==> config.mk <==
export PLATFORM = sky130hd
export DESIGN_NAME = line_burst_adapter
export DESIGN_NICKNAME = d
export VERILOG_FILES = /design/src/rtl/line_burst_adapter.sv
export SDC_FILE = /design/constraint.sdc
export NUM_CORES = 1
export LEC_CHECK = 0
export ABC_CLOCK_PERIOD_IN_PS = 3000
export CAP_MARGIN = 10
export CORE_UTILIZATION = 44
export DETAILED_ROUTE_END_ITERATION = 8
export PLACE_DENSITY = 0.89
export SLEW_MARGIN = 30
export SYNTH_ARGS = -nofsm -noshare
export SYNTH_HDL_FRONTEND = slang
export SYNTH_SLANG_ARGS = --single-unit
==> constraint.sdc <==
create_clock -name i_clk -period 3 [get_ports i_clk]
set_input_delay 0.3 -clock i_clk [delete_from_list [all_inputs] [get_ports i_clk]]
set_output_delay 0.3 -clock i_clk [all_outputs]
set_load 0.03 [all_outputs]
==> src/rtl/line_burst_adapter.sv <==
// Serialises one cache line read/write into BEATS narrow beats on a single-outstanding bus.
// Optional per-beat wait timeout is enabled by defining BURST_TIMEOUT_EN.
module line_burst_adapter #(
    parameter int ADDR_W      = 32,
    parameter int BIT_W       = 32,
    parameter int BEATS       = 4,
    parameter int TIMEOUT_CYC = 255
) (
    input  logic                    i_clk,
    input  logic                    i_rst,
    input  logic                    i_cen,
    input  logic                    i_wen,
    input  logic [ADDR_W-1:0]       i_addr,
    input  logic [BIT_W*BEATS-1:0]  i_wdata,
    output logic [BIT_W*BEATS-1:0]  o_rdata,
    output logic                    o_stall,
    output logic                    o_bus_req,
    output logic                    o_bus_we,
    output logic [ADDR_W-1:0]       o_bus_addr,
    output logic [BIT_W-1:0]        o_bus_wdata,
    input  logic                    i_bus_gnt,
    input  logic                    i_bus_rvalid,
    input  logic [BIT_W-1:0]        i_bus_rdata,
    output logic                    o_err
);

    localparam int LINE_W = BIT_W * BEATS;
    localparam int BEAT_W = $clog2(BEATS);
    localparam int OFF_W  = $clog2(LINE_W / 8);
    localparam int STRIDE = BIT_W / 8;

    typedef enum logic [1:0] {
        S_IDLE,
        S_REQ,
        S_RESP,
        S_DONE
    } state_t;

    state_t              r_state;
    state_t              w_state_nxt;
    logic [BEAT_W-1:0]   r_beat;
    logic [BEAT_W-1:0]   w_beat_nxt;
    logic [ADDR_W-1:0]   r_base;
    logic [LINE_W-1:0]   r_wdata;
    logic [LINE_W-1:0]   r_line;
    logic                r_wen;
    logic                w_last;
    logic                w_timeout;
    logic [ADDR_W-1:0]   w_addr_aligned;
    logic                w_unused_addr_lsb;

    assign w_addr_aligned    = {i_addr[ADDR_W-1:OFF_W], {OFF_W{1'b0}}};
    assign w_unused_addr_lsb = ^i_addr[OFF_W-1:0];
    assign w_last            = (r_beat == BEAT_W'(BEATS - 1));

    always_ff @(posedge i_clk) begin
        if (i_rst) begin
            r_state <= S_IDLE;
            r_beat  <= '0;
            r_base  <= '0;
            r_wdata <= '0;
            r_line  <= '0;
            r_wen   <= 1'b0;
        end else begin
            r_state <= w_state_nxt;
            r_beat  <= w_beat_nxt;
            if (r_state == S_IDLE && i_cen) begin
                r_base  <= w_addr_aligned;
                r_wdata <= i_wdata;
                r_wen   <= i_wen;
                if (!i_wen) begin
                    r_line <= '0;
                end
            end
            if (r_state == S_RESP && i_bus_rvalid) begin
                r_line[r_beat*BIT_W +: BIT_W] <= i_bus_rdata;
            end
        end
    end

    // A beat handshake always wins over a timeout landing in the same cycle.
    always_comb begin
        w_state_nxt = r_state;
        w_beat_nxt  = r_beat;
        case (r_state)
            S_IDLE: begin
                if (i_cen) begin
                    w_state_nxt = S_REQ;
                    w_beat_nxt  = '0;
                end
            end
            S_REQ: begin
                if (i_bus_gnt) begin
                    if (!r_wen) begin
                        w_state_nxt = S_RESP;
                    end else if (w_last) begin
                        w_state_nxt = S_DONE;
                    end else begin
                        w_beat_nxt = r_beat + BEAT_W'(1);
                    end
                end else if (w_timeout) begin
                    w_state_nxt = S_DONE;
                end
            end
            S_RESP: begin
                if (i_bus_rvalid) begin
                    if (w_last) begin
                        w_state_nxt = S_DONE;
                    end else begin
                        w_state_nxt = S_REQ;
                        w_beat_nxt  = r_beat + BEAT_W'(1);
                    end
                end else if (w_timeout) begin
                    w_state_nxt = S_DONE;
                end
            end
            S_DONE: begin
                w_state_nxt = S_IDLE;
            end
            default: begin
                w_state_nxt = S_IDLE;
            end
        endcase
    end

`ifdef BURST_TIMEOUT_EN
    localparam int WAIT_W = ($clog2(TIMEOUT_CYC + 1) > 8) ? $clog2(TIMEOUT_CYC + 1) : 8;

    logic [WAIT_W-1:0] r_wait;
    logic              r_err;
    logic              w_waiting;

    assign w_waiting = (r_state == S_REQ  && !i_bus_gnt) ||
                       (r_state == S_RESP && !i_bus_rvalid);
    assign w_timeout = w_waiting && (r_wait == WAIT_W'(TIMEOUT_CYC - 1));

    // Counter is zero whenever a new wait starts, so it only measures the current beat.
    always_ff @(posedge i_clk) begin
        if (i_rst) begin
            r_wait <= '0;
            r_err  <= 1'b0;
        end else begin
            r_err  <= w_timeout;
            r_wait <= (w_waiting && !w_timeout) ? r_wait + WAIT_W'(1) : '0;
        end
    end

    assign o_err = r_err;
`else
    localparam int UNUSED_TIMEOUT_CYC = TIMEOUT_CYC;

    assign w_timeout = 1'b0;
    assign o_err     = 1'b0;
`endif

    assign o_bus_req   = (r_state == S_REQ);
    assign o_bus_we    = (r_state == S_REQ) && r_wen;
    assign o_bus_addr  = r_base + ADDR_W'(r_beat) * ADDR_W'(STRIDE);
    assign o_bus_wdata = r_wdata[r_beat*BIT_W +: BIT_W];
    assign o_rdata     = r_line;
    assign o_stall     = i_cen && (r_state != S_DONE);

endmodule

==> out/results.ini <==
[synthesis]
synth_top_area_frac = 0.548
async_flop_share = 0
synthSimpleGateAreaFrac = 0.146
synth_top_area_cell = dfxtp_1
synth_top_flop_cell = dfxtp_1
synth_compound_area_frac = 0.182
synth.area.top_cells = dfxtp_1 55%, nand2_1 11%, a22o_1 7.9%, a21oi_1 7.5%, mux4_2 6.8%
postSynthAreaPerCell_sq_um = 9.53
yosys-mux-area-fraction = 0.0702
synth.distinct_cells = 38
netlist_instances = 1108
synthAdderAreaFrac = 0.0119
syn-cell-area_sq_mm = 0.0106
ys_seq_area_frac = 0.548
ys_ff_latch = 289
synth_common_cells = 317 x nand2_1, 289 x dfxtp_1, 158 x a21oi_1
synth_edf_count = 0
yosys_warnings = 0
synth_top_family_by_area = compound AO/OA/AOI/OAI gates
synth.most_common_cell = nand2_1
synth_xor_area_frac = 0

[finish]
area.sequential_sq_mm = 0.00579
fillCellCount = 1712
multi_input_area_sq_mm = 0.00436
fin_util = 0.669
fin_nets = 1658
syn_to_final_growth_pct = 48.7
layout-drive-gt1-share = 0.0747

[clock_network]
cts_inserted_buffers = 30
clk_pin_slew_worst_paths_ps = 60
clock_sinks = 289
clk_path_buf_depth = 3
clock_latency_ps = 540
cts_hold_buf = 0
cts-root-buf = clkbuf_16
cts_tree = yes
cts_htree_levels = 1

[floorplan]
die_w_microns = 157
row_count = 56
dieArea_sq_mm = 0.0246
start_util = 0.450
io_pins = 394
die_h_microns = 157
fp.coreArea_sq_mm = 0.0235

[pwr]
fin_total_pwr_uw = 11300
p_comb_frac = 0.261
powerDensity_mw_per_mm2 = 722
p_int_uw = 7860
power.leakage_uw = 0.00578
p_switching_uw = 3470
p_seq_frac = 0.396
clkPwrFrac = 0.343
vdd_drop_max_uv = 570
swShare = 0.306

[grt]
grt_max_degree = 191
grt_first_pass_wirelength_microns = 50700
grt_overflow = 0
grt_pass1_vias = 9723
grt_usage = 0.261
antenna_found_initial = 1

[routing]
drc = 0
wirelength_microns = 33300
drt_first_iter_violations = 682
dr_total_vias = 9738
via_per_inst = 5.43
ant_nets = 0
wl_per_cell_microns = 18.6
dr.pass1.iters = 5

[timing]
skew_ps = 7.44
rsz0062_at_grt = no
finalCritPeriodShare = 0.923
max_freq_mhz = 361
hold_viol_final = 0
slew_viol_final = 0
finalSetupViolCount = 0
slew_headroom = 0.365
worst_pin_slew_ps = 952
finalCriticalPeriod_ps = 2770
final.setup.tns_ps = 0

[placement]
dp_hpwl_microns = 21800
place.gp.congestion = 0.850
portBuffers = 386

[job]
cap_violations = 0

[setup_path]
critPathTopFamily = buffers and inverters
required_ps = 2700
crit_slowest_cell = clkdlybuf4s50_1
cp-start-kind = register
cp_slowest_stage_delay_ps = 660
path_cells = buf_12 -> mux4_2 -> clkdlybuf4s50_1
worstPathArrival_ps = 2470
critPathBufInv = 2
cp-end-kind = output port
critPathMaxFanout = 15
crit_type = register to output port

[min_path]
hold_class = primary input to register

[run_status]
status = finished, final reports clean

## stage by stage
step / worst slack (ps) / std cells / instance area, sq um / hold WS [ps]
after floorplan: 416 / 1110 / 10600 / 426
after global placement: 622 / 1737 / 14600 / 440
after detailed placement: 553 / 1737 / 14600 / 444
after CTS: 33.9 / 1792 / 15700 / 85.4
after global routing: 148 / 1793 / 15700 / 114
final: 230 / 1793 / 15700 / 109
## worst register-to-register path, stage by stage (launching register included)
cell	delay, ps
dfxtp_4	520
inv_1	150
ha_1	250
or2_1	280
or2_4	290
nor3_4	150
buf_4	380
a22o_1	260
## final timing paths
check,from,to,slack (ps),cells past startpoint
setup / recovery,r_beat[0],o_bus_wdata[31],230,3
hold / removal,i_rst,r_beat[0],110,3
setup reg to reg,r_beat[0],o_rdata[42],670,7
hold reg to reg,r_wdata[67],r_wdata[67],450,2
## cells by family (layout without fill, tap and decap cells)
logic type,after synthesis,after routing
AND/OR/NAND/NOR,383,383
AO/OA/AOI/OAI,291,291
flip-flops,289,289
buffers and inverters,100,463
multiplexers,34,34
adder cells (fa/ha/maj),10,10
other,1,4
## power groups by stage
stage	clock network [uW]	registers, uW	logic (uW)
floorplan	0	4640	1680
global placement	0	4530	2880
detailed placement	0	4560	2940
CTS	3940	4480	2960
global route	4110	4530	3170
finish	3890	4490	2950
## layout make-up
cell class                 count  share of cell area
antenna                        1            0.000159
clock buffer                  44              0.0564
multi-input combinational    721               0.278
sequential                   289               0.369
clock inverter                11              0.0103
inverter                       6             0.00143
tap                          319              0.0254
timing repair buffer         402               0.259
## registers in the layout, indices dropped and copies added (netlist names)
signal,cells
r_wen,1
r_base,28
r_state,2
o_rdata,128
r_wdata,128
r_beat,2
## metal layers
metal | global-route usage | vias up | share of wire
met4 | 0.155 | 0 | 0.060
li1 | - | 4498 | -
met1 | 0.285 | 4647 | 0.37
met5 | 0 | - | 0
met3 | 0.0774 | 119 | 0.092
met2 | 0.449 | 474 | 0.48
## layout by cell type (no fill, tap or decap), drive strengths merged, types with 4 or more instances in the layout
cell type | netlist | routed
clkinv | 1 | 6
bufinv | 0 | 4
clkbuf | 53 | 44
nand2 | 317 | 317
dfxtp | 289 | 289
a22oi | 30 | 30
and2 | 5 | 5
mux4 | 32 | 32
a22o | 95 | 95
nor2 | 34 | 34
nor2b | 5 | 5
a21oi | 158 | 158
nand2b | 4 | 4
buf | 41 | 17
inv | 5 | 6
ha | 10 | 10
clkdlybuf4s50 | 0 | 385
nand3 | 7 | 7
## repair_timing
| item | in CTS | in global routing |
|---|---|---|
| setup endpoints to repair | 0 | 3 |
| buffers inserted | 0 | 0 |
| resized for setup | 0 | 1 |
Note: power is estimated with default switching activity, not from simulation.
